[src/rtl/cpu_pkg.sv]
// Shared CPU datapath constants and types for the register file and its neighbours.
package cpu_pkg;

  localparam int DATA_W_DEF = 16;
  localparam int ADDR_W_DEF = 4;

  typedef logic [DATA_W_DEF-1:0] reg_data_t;
  typedef logic [ADDR_W_DEF-1:0] reg_addr_t;

  localparam reg_addr_t ZERO_ADDR = 4'd0;

endpackage

[src/rtl/regfile_2w2r_if.sv]
// Bus bundle between decode/writeback and the register file.
interface regfile_2w2r_if
  import cpu_pkg::*;
#(
  parameter int DATA_W = DATA_W_DEF,
  parameter int ADDR_W = ADDR_W_DEF
);

  logic              wr_en_a;
  logic [ADDR_W-1:0] wr_addr_a;
  logic [DATA_W-1:0] wr_data_a;
  logic              wr_en_b;
  logic [ADDR_W-1:0] wr_addr_b;
  logic [DATA_W-1:0] wr_data_b;
  logic [ADDR_W-1:0] rd_addr_1;
  logic [DATA_W-1:0] rd_data_1;
  logic [ADDR_W-1:0] rd_addr_2;
  logic [DATA_W-1:0] rd_data_2;
  logic              busy_set_en;
  logic [ADDR_W-1:0] busy_set_addr;
  logic              busy_1;
  logic              busy_2;

  modport master (
    output wr_en_a, wr_addr_a, wr_data_a,
    output wr_en_b, wr_addr_b, wr_data_b,
    output rd_addr_1, rd_addr_2,
    output busy_set_en, busy_set_addr,
    input  rd_data_1, rd_data_2, busy_1, busy_2
  );

  modport slave (
    input  wr_en_a, wr_addr_a, wr_data_a,
    input  wr_en_b, wr_addr_b, wr_data_b,
    input  rd_addr_1, rd_addr_2,
    input  busy_set_en, busy_set_addr,
    output rd_data_1, rd_data_2, busy_1, busy_2
  );

endinterface

[src/rtl/rf_read_port.sv]
// One combinational read port: stored value, optional same-cycle write forwarding
// (port B over port A), and the registered busy flag of the addressed register.
module rf_read_port
  import cpu_pkg::*;
#(
  parameter int DATA_W   = DATA_W_DEF,
  parameter int ADDR_W   = ADDR_W_DEF,
  parameter bit ZERO_REG = 1'b1,
  parameter bit BYPASS   = 1'b1,
  parameter int DEPTH    = int'(32'd1 << ADDR_W)
) (
  input  logic [ADDR_W-1:0]            rd_addr,
  input  logic                         wr_en_a,
  input  logic [ADDR_W-1:0]            wr_addr_a,
  input  logic [DATA_W-1:0]            wr_data_a,
  input  logic                         wr_en_b,
  input  logic [ADDR_W-1:0]            wr_addr_b,
  input  logic [DATA_W-1:0]            wr_data_b,
  input  logic [DEPTH-1:0][DATA_W-1:0] regs,
  input  logic [DEPTH-1:0]             busy_vec,
  output logic [DATA_W-1:0]            rd_data,
  output logic                         busy
);

  logic is_zero_s;

  assign is_zero_s = ZERO_REG && (rd_addr == ADDR_W'(ZERO_ADDR));

  // Read mux with forwarding; busy deliberately ignores a same-cycle clear
  always_comb begin
    rd_data = regs[rd_addr];
    busy    = busy_vec[rd_addr];
    if (BYPASS && !is_zero_s && wr_en_b && (wr_addr_b == rd_addr)) begin
      rd_data = wr_data_b;
    end else if (BYPASS && !is_zero_s && wr_en_a && (wr_addr_a == rd_addr)) begin
      rd_data = wr_data_a;
    end else begin
      rd_data = regs[rd_addr];
    end
  end

endmodule

[src/rtl/regfile_2w2r.sv]
// Two-write/two-read register file with fixed B-over-A write priority, optional
// hardwired zero register and a per-register busy scoreboard.
module regfile_2w2r
  import cpu_pkg::*;
#(
  parameter int DATA_W   = DATA_W_DEF,
  parameter int ADDR_W   = ADDR_W_DEF,
  parameter bit ZERO_REG = 1'b1,
  parameter bit BYPASS   = 1'b1
) (
  input  logic           clk,
  input  logic           rst,
  regfile_2w2r_if.slave  bus
);

  localparam int DEPTH = int'(32'd1 << ADDR_W);

  logic [DEPTH-1:0][DATA_W-1:0] regs_r;
  logic [DEPTH-1:0][DATA_W-1:0] regs_next_s;
  logic [DEPTH-1:0]             busy_r;
  logic [DEPTH-1:0]             busy_next_s;
  logic                         we_a_s;
  logic                         we_b_s;

  // Writes to the hardwired zero register are dropped before they reach storage
  assign we_a_s = bus.wr_en_a && !(ZERO_REG && (bus.wr_addr_a == ADDR_W'(ZERO_ADDR)));
  assign we_b_s = bus.wr_en_b && !(ZERO_REG && (bus.wr_addr_b == ADDR_W'(ZERO_ADDR)));

  // Next storage and scoreboard state; busy set beats clear since a new producer issued
  always_comb begin
    regs_next_s = regs_r;
    busy_next_s = busy_r;
    for (int i = 0; i < DEPTH; i++) begin
      if (we_b_s && (bus.wr_addr_b == ADDR_W'(i))) begin
        regs_next_s[i] = bus.wr_data_b;
      end else if (we_a_s && (bus.wr_addr_a == ADDR_W'(i))) begin
        regs_next_s[i] = bus.wr_data_a;
      end else begin
        regs_next_s[i] = regs_r[i];
      end

      if (ZERO_REG && (ADDR_W'(i) == ADDR_W'(ZERO_ADDR))) begin
        busy_next_s[i] = 1'b0;
      end else if (bus.busy_set_en && (bus.busy_set_addr == ADDR_W'(i))) begin
        busy_next_s[i] = 1'b1;
      end else if ((bus.wr_en_a && (bus.wr_addr_a == ADDR_W'(i))) ||
                   (bus.wr_en_b && (bus.wr_addr_b == ADDR_W'(i)))) begin
        busy_next_s[i] = 1'b0;
      end else begin
        busy_next_s[i] = busy_r[i];
      end
    end
  end

  // Storage and scoreboard registers with synchronous reset
  always_ff @(posedge clk) begin
    if (rst) begin
      regs_r <= {(DEPTH*DATA_W){1'b0}};
      busy_r <= {DEPTH{1'b0}};
    end else begin
      regs_r <= regs_next_s;
      busy_r <= busy_next_s;
    end
  end

  rf_read_port #(
    .DATA_W(DATA_W), .ADDR_W(ADDR_W), .ZERO_REG(ZERO_REG), .BYPASS(BYPASS), .DEPTH(DEPTH)
  ) u_rd_1 (
    .rd_addr   (bus.rd_addr_1),
    .wr_en_a   (bus.wr_en_a),
    .wr_addr_a (bus.wr_addr_a),
    .wr_data_a (bus.wr_data_a),
    .wr_en_b   (bus.wr_en_b),
    .wr_addr_b (bus.wr_addr_b),
    .wr_data_b (bus.wr_data_b),
    .regs      (regs_r),
    .busy_vec  (busy_r),
    .rd_data   (bus.rd_data_1),
    .busy      (bus.busy_1)
  );

  rf_read_port #(
    .DATA_W(DATA_W), .ADDR_W(ADDR_W), .ZERO_REG(ZERO_REG), .BYPASS(BYPASS), .DEPTH(DEPTH)
  ) u_rd_2 (
    .rd_addr   (bus.rd_addr_2),
    .wr_en_a   (bus.wr_en_a),
    .wr_addr_a (bus.wr_addr_a),
    .wr_data_a (bus.wr_data_a),
    .wr_en_b   (bus.wr_en_b),
    .wr_addr_b (bus.wr_addr_b),
    .wr_data_b (bus.wr_data_b),
    .regs      (regs_r),
    .busy_vec  (busy_r),
    .rd_data   (bus.rd_data_2),
    .busy      (bus.busy_2)
  );

endmodule
[src/flat_wrapper.sv]
// flat-port wrapper written by rule: the top's interface ports become plain ports
module regfile_2w2r_flat import cpu_pkg::*;
#(
  parameter int DATA_W   = DATA_W_DEF,
  parameter int ADDR_W   = ADDR_W_DEF,
  parameter bit ZERO_REG = 1'b1,
  parameter bit BYPASS   = 1'b1
)
  (clk, rst, bus_wr_en_a, bus_wr_addr_a, bus_wr_data_a, bus_wr_en_b, bus_wr_addr_b, bus_wr_data_b, bus_rd_addr_1, bus_rd_addr_2, bus_busy_set_en, bus_busy_set_addr, bus_rd_data_1, bus_rd_data_2, bus_busy_1, bus_busy_2);
  regfile_2w2r_if #(.DATA_W(DATA_W), .ADDR_W(ADDR_W)) bus_i ();
  input  logic clk;
  input  logic rst;
  input wire logic [$bits(bus_i.wr_en_a)-1:0] bus_wr_en_a;
  input wire logic [$bits(bus_i.wr_addr_a)-1:0] bus_wr_addr_a;
  input wire logic [$bits(bus_i.wr_data_a)-1:0] bus_wr_data_a;
  input wire logic [$bits(bus_i.wr_en_b)-1:0] bus_wr_en_b;
  input wire logic [$bits(bus_i.wr_addr_b)-1:0] bus_wr_addr_b;
  input wire logic [$bits(bus_i.wr_data_b)-1:0] bus_wr_data_b;
  input wire logic [$bits(bus_i.rd_addr_1)-1:0] bus_rd_addr_1;
  input wire logic [$bits(bus_i.rd_addr_2)-1:0] bus_rd_addr_2;
  input wire logic [$bits(bus_i.busy_set_en)-1:0] bus_busy_set_en;
  input wire logic [$bits(bus_i.busy_set_addr)-1:0] bus_busy_set_addr;
  output wire logic [$bits(bus_i.rd_data_1)-1:0] bus_rd_data_1;
  output wire logic [$bits(bus_i.rd_data_2)-1:0] bus_rd_data_2;
  output wire logic [$bits(bus_i.busy_1)-1:0] bus_busy_1;
  output wire logic [$bits(bus_i.busy_2)-1:0] bus_busy_2;
  assign bus_i.wr_en_a = bus_wr_en_a;
  assign bus_i.wr_addr_a = bus_wr_addr_a;
  assign bus_i.wr_data_a = bus_wr_data_a;
  assign bus_i.wr_en_b = bus_wr_en_b;
  assign bus_i.wr_addr_b = bus_wr_addr_b;
  assign bus_i.wr_data_b = bus_wr_data_b;
  assign bus_i.rd_addr_1 = bus_rd_addr_1;
  assign bus_i.rd_addr_2 = bus_rd_addr_2;
  assign bus_i.busy_set_en = bus_busy_set_en;
  assign bus_i.busy_set_addr = bus_busy_set_addr;
  assign bus_rd_data_1 = bus_i.rd_data_1;
  assign bus_rd_data_2 = bus_i.rd_data_2;
  assign bus_busy_1 = bus_i.busy_1;
  assign bus_busy_2 = bus_i.busy_2;
  regfile_2w2r #(.DATA_W(DATA_W), .ADDR_W(ADDR_W), .ZERO_REG(ZERO_REG), .BYPASS(BYPASS)) u_core (.clk(clk), .rst(rst), .bus(bus_i));
endmodule
[config.mk]
export PLATFORM = sky130hd
export DESIGN_NAME = regfile_2w2r_flat
export DESIGN_NICKNAME = d
export VERILOG_FILES = /design/src/rtl/cpu_pkg.sv /design/src/rtl/regfile_2w2r_if.sv /design/src/rtl/rf_read_port.sv /design/src/rtl/regfile_2w2r.sv /design/src/flat_wrapper.sv
export SDC_FILE = /design/constraint.sdc
export NUM_CORES = 1
export LEC_CHECK = 0
export CORE_ASPECT_RATIO = 0.6
export CORE_MARGIN = 4
export CORE_UTILIZATION = 55
export CTS_CLUSTER_SIZE = 8
export DETAILED_ROUTE_END_ITERATION = 7
export PLACE_DENSITY = 0.76
export SETUP_SLACK_MARGIN = 0.4
export SYNTH_ARGS = -nofsm -noshare
export SYNTH_HDL_FRONTEND = slang
export SYNTH_SLANG_ARGS = --single-unit
[constraint.sdc]
create_clock -name clk -period 2.9 [get_ports clk]
set_input_delay 0.725 -clock clk [delete_from_list [all_inputs] [get_ports clk]]
set_output_delay 0.725 -clock clk [all_outputs]
set_load 0.05 [all_outputs]
==> flow_summary_export.csv <==
group,metric,value,unit
sta,finClkSkew,0,ps
critical_path,reg2reg_from,"u_core.regs_r[79]$_SDFFE_PP0P_",
logic_synthesis,yosysSeqAreaShare,31.5,%
clock_tree,clkLatencyLatePin,540,ps
power_and_ir_drop,ir_drop,421,uV
layout,diodes,0,
layout,post-route-util,78.0,%
route,wire_per_inst,31.2,um
critical_path,cp_slowest_stage_delay,200,ps
route,totalWireLength,77.0,mm
floorplanning,rows,49,
floorplanning,die_w,236,um
power_and_ir_drop,p_total,0.0105,W
critical_path,crit_type,"in -> out",
sta,setup-violations-final,34,
floorplanning,dieArea,0.0343,mm^2
sta,worst_slack,-322,ps
sta,finalCriticalPeriod,3220,ps
sta,slew_viol_final,0,
clock_tree,clkSinkCount,271,
power_and_ir_drop,p_leak,8.42,nW
place,place_hpwl,46.6,mm
logic_synthesis,syn_inst,1892,
sta,worst_slew_pin_slew,635,ps
logic_synthesis,syn_avg_cell_area,9.09,um^2
critical_path,required,2170,ps
clock_tree,cts-htree-levels,2,
route,dr.first_iter.drc_count,2805,
critical_path,cp-start-kind,"primary input",
clock_tree,root_buffer,"clkbuf_16",
power_and_ir_drop,power_frac_seq,38.1,%
layout,nets,2114,
power_and_ir_drop,p_int,0.00729,W
global_routing,grt_overflow,0,
place,port_buffers,90,
floorplanning,die_h,145,um
critical_path,crit_start,"bus_rd_addr_2[2]",
logic_synthesis,ys_warn_count,0,
clock_tree,cts_tree,"done",
job,maxCapViolCount,0,
place,place_ws,-676,ps
critical_path,crit_slowest_cell,"nor2_2",
route,vias,18200,
run_status,violations,"setup timing",
place,placedCellCount,2366,
layout,final-instance-count-excl-fill,2467,
floorplanning,io_pins,91,
global_routing,antenna_found_initial,1,
critical_path,cp_max_fo,8,
clock_tree,clk_pin_slew,50,ps
floorplanning,start_util,56.6,%
sta,relSlewSlack,57.5,%
logic_synthesis,synth_seq_cells,271,
power_and_ir_drop,switching_share,30.3,%
layout,final_layout_size_suffix_gt1_share,32.9,%
critical_path,critPathBufInv,7,
route,ant_nets,0,
global_routing,grt_pass1_wl,109,mm
critical_path,cp_common_cell,"buf_12",
global_routing,grt_start_max_net_pins,83,
route,dr.pass1.iters,7,
sta,fin_crit_sh,111,%
floorplanning,core,0.0304,mm^2
worst_hold_path,min_path_type,"reg -> reg",
run_status,outcome,"finished with violations",
critical_path,path_delay_family,"buffers and inverters",
clock_tree,numCtsBuffers,39,
worst_hold_path,min_from,"u_core.regs_r[12]$_SDFFE_PP0P_",
global_routing,grt_pass1_vias,17400,
logic_synthesis,synth-async-reset-ratio,0,%
sta,clock.fmax,0.310,GHz
critical_path,path_cells,"buf_12 > buf_6 > buf_6 > xor2_2 > nor2_2 > o2111ai_4 > buf_12 > buf_12 > buf_16 > and3_4 > o21ai_4 > buf_12",
power_and_ir_drop,clockPowerShare,39.9,%
global_routing,gr-usage-all-layers,40.8,%
logic_synthesis,synth_ff_type,"dfxtp_1",
critical_path,cp.arrival,2500,ps
route,avgViaCountPerCell,7.39,
logic_synthesis,synth_nets,1949,
power_and_ir_drop,powerDensity,441,mW/mm^2
logic_synthesis,synth_edf_count,0,
layout,area_delta_synth_final,37.9,%
sta,rsz0062_at_grt,"yes",
clock_tree,clockBufferDepth,3,
power_and_ir_drop,p_sw,0.00317,W
logic_synthesis,syn_area,0.0172,mm^2
power_and_ir_drop,p_comb_share,22.1,%
logic_synthesis,yosys.cell_types.count,50,
sta,hold_violations,0,
critical_path,crit_path_end_kind,"output port",
place,gp_congestion,1.04,
route,route.detailed.drc,0,
[repair_timing]
action / CTS / global route
endpoints found under the setup margin: 34 / 34
pin swaps: 55 / 43
cloned: 11 / 4
hold buffers: 0 / 0
buffers inserted: 26 / 17
hold endpoints to repair: 0 / 0
gates resized for setup: 229 / 92
[cell usage after synthesis, types with 10 or more instances]
master    count  area [um^2]
nand2_1     111          417
o21ai_1      14         70.1
o21ai_0      21          105
dfxtp_1     271         5430
mux2i_1     337         3370
buf_4        20          150
xnor2_1      10         87.6
a211oi_1    224         1680
nand3_1      35          175
nor2b_1      22          138
a311oi_1     47          412
o22ai_1      63          394
mux4_2       72         1620
o31ai_2      10          125
buf_2        88          440
and3_1       33          206
nor2_1      277         1040
clkbuf_1    122          458
[cell type report]
type | count | area [um^2]
Clock buffer | 40 | 980
Clock inverter | 3 | 48.8
Timing Repair Buffer | 375 | 4700
Fill cell | 1801 | 6680
Inverter | 3 | 11.3
Tap cell | 408 | 510
Multi-Input combinational cell | 1367 | 12000
Sequential cell | 271 | 5430
[state kept, by name, summed over array words and instances, names as in the netlist]
name	cells
u_core.regs_r	256
u_core.busy_r	15
[worst paths after layout]
check | end | slack (ps) | cells past startpoint
worst max-delay path | bus_rd_data_2[14] | -320 | 12
worst min-delay path | u_core.regs_r[12]$_SDFFE_PP0P_ | 490 | 1
worst max register to register | u_core.regs_r[79]$_SDFFE_PP0P_ | 2000 | 2
worst min register to register | u_core.regs_r[12]$_SDFFE_PP0P_ | 490 | 1
[per-stage QoR]
stage | hold WS, ps | area [um^2] | TNS, ps
2_1_floorplan | 459 | 17900 | -2360
4_1_cts | 481 | 23100 | -7170
3_5_place_dp | 471 | 20600 | -20170
6_report | 486 | 23700 | -8660
3_3_place_gp | 467 | 20600 | -18830
5_1_grt | 495 | 23700 | -9610
[power by group through the flow]
| stage | Combinational [W] | Clock [W] | Sequential [W] |
|---|---|---|---|
| after floorplan | 0.00116 | 0 | 0.00400 |
| after global placement | 0.00187 | 0 | 0.00402 |
| after detailed placement | 0.00192 | 0 | 0.00403 |
| after CTS | 0.00213 | 0.00412 | 0.00396 |
| after global routing | 0.00236 | 0.00433 | 0.00398 |
| final | 0.00231 | 0.00417 | 0.00398 |
[routing by layer]
layer  vias up  GRT usage, %  routed length (um)
met5         -             0                   0
met4         0          25.9                6420
met3       464          13.8               11700
met2      1688          58.4               31600
met1      8713          52.9               27200
li1       7355             -                   -
[layout by cell type, fill, tap and decap left out, drive strengths merged, types with 7 or more instances in the layout]
cell type      count
nor2b             22
and3              33
o21ai             35
a21oi              7
xnor2             10
clkdlybuf4s50     37
a211oi           224
o22ai             64
o31ai             15
nand2            111
mux2i            337
dfxtp            271
or3                7
a311oi            47
nand3             36
mux4              72
buf              323
nor2             286
clkbuf            46
[cells by family after synthesis]
family / share of synthesized area (%)
simple gates: 13.6
compound gates: 18.1
mux: 29.2
flops: 31.5
buf+inv: 6.94
xor+xnor: 0.611
Note: power is estimated with default switching activity, not from simulation.
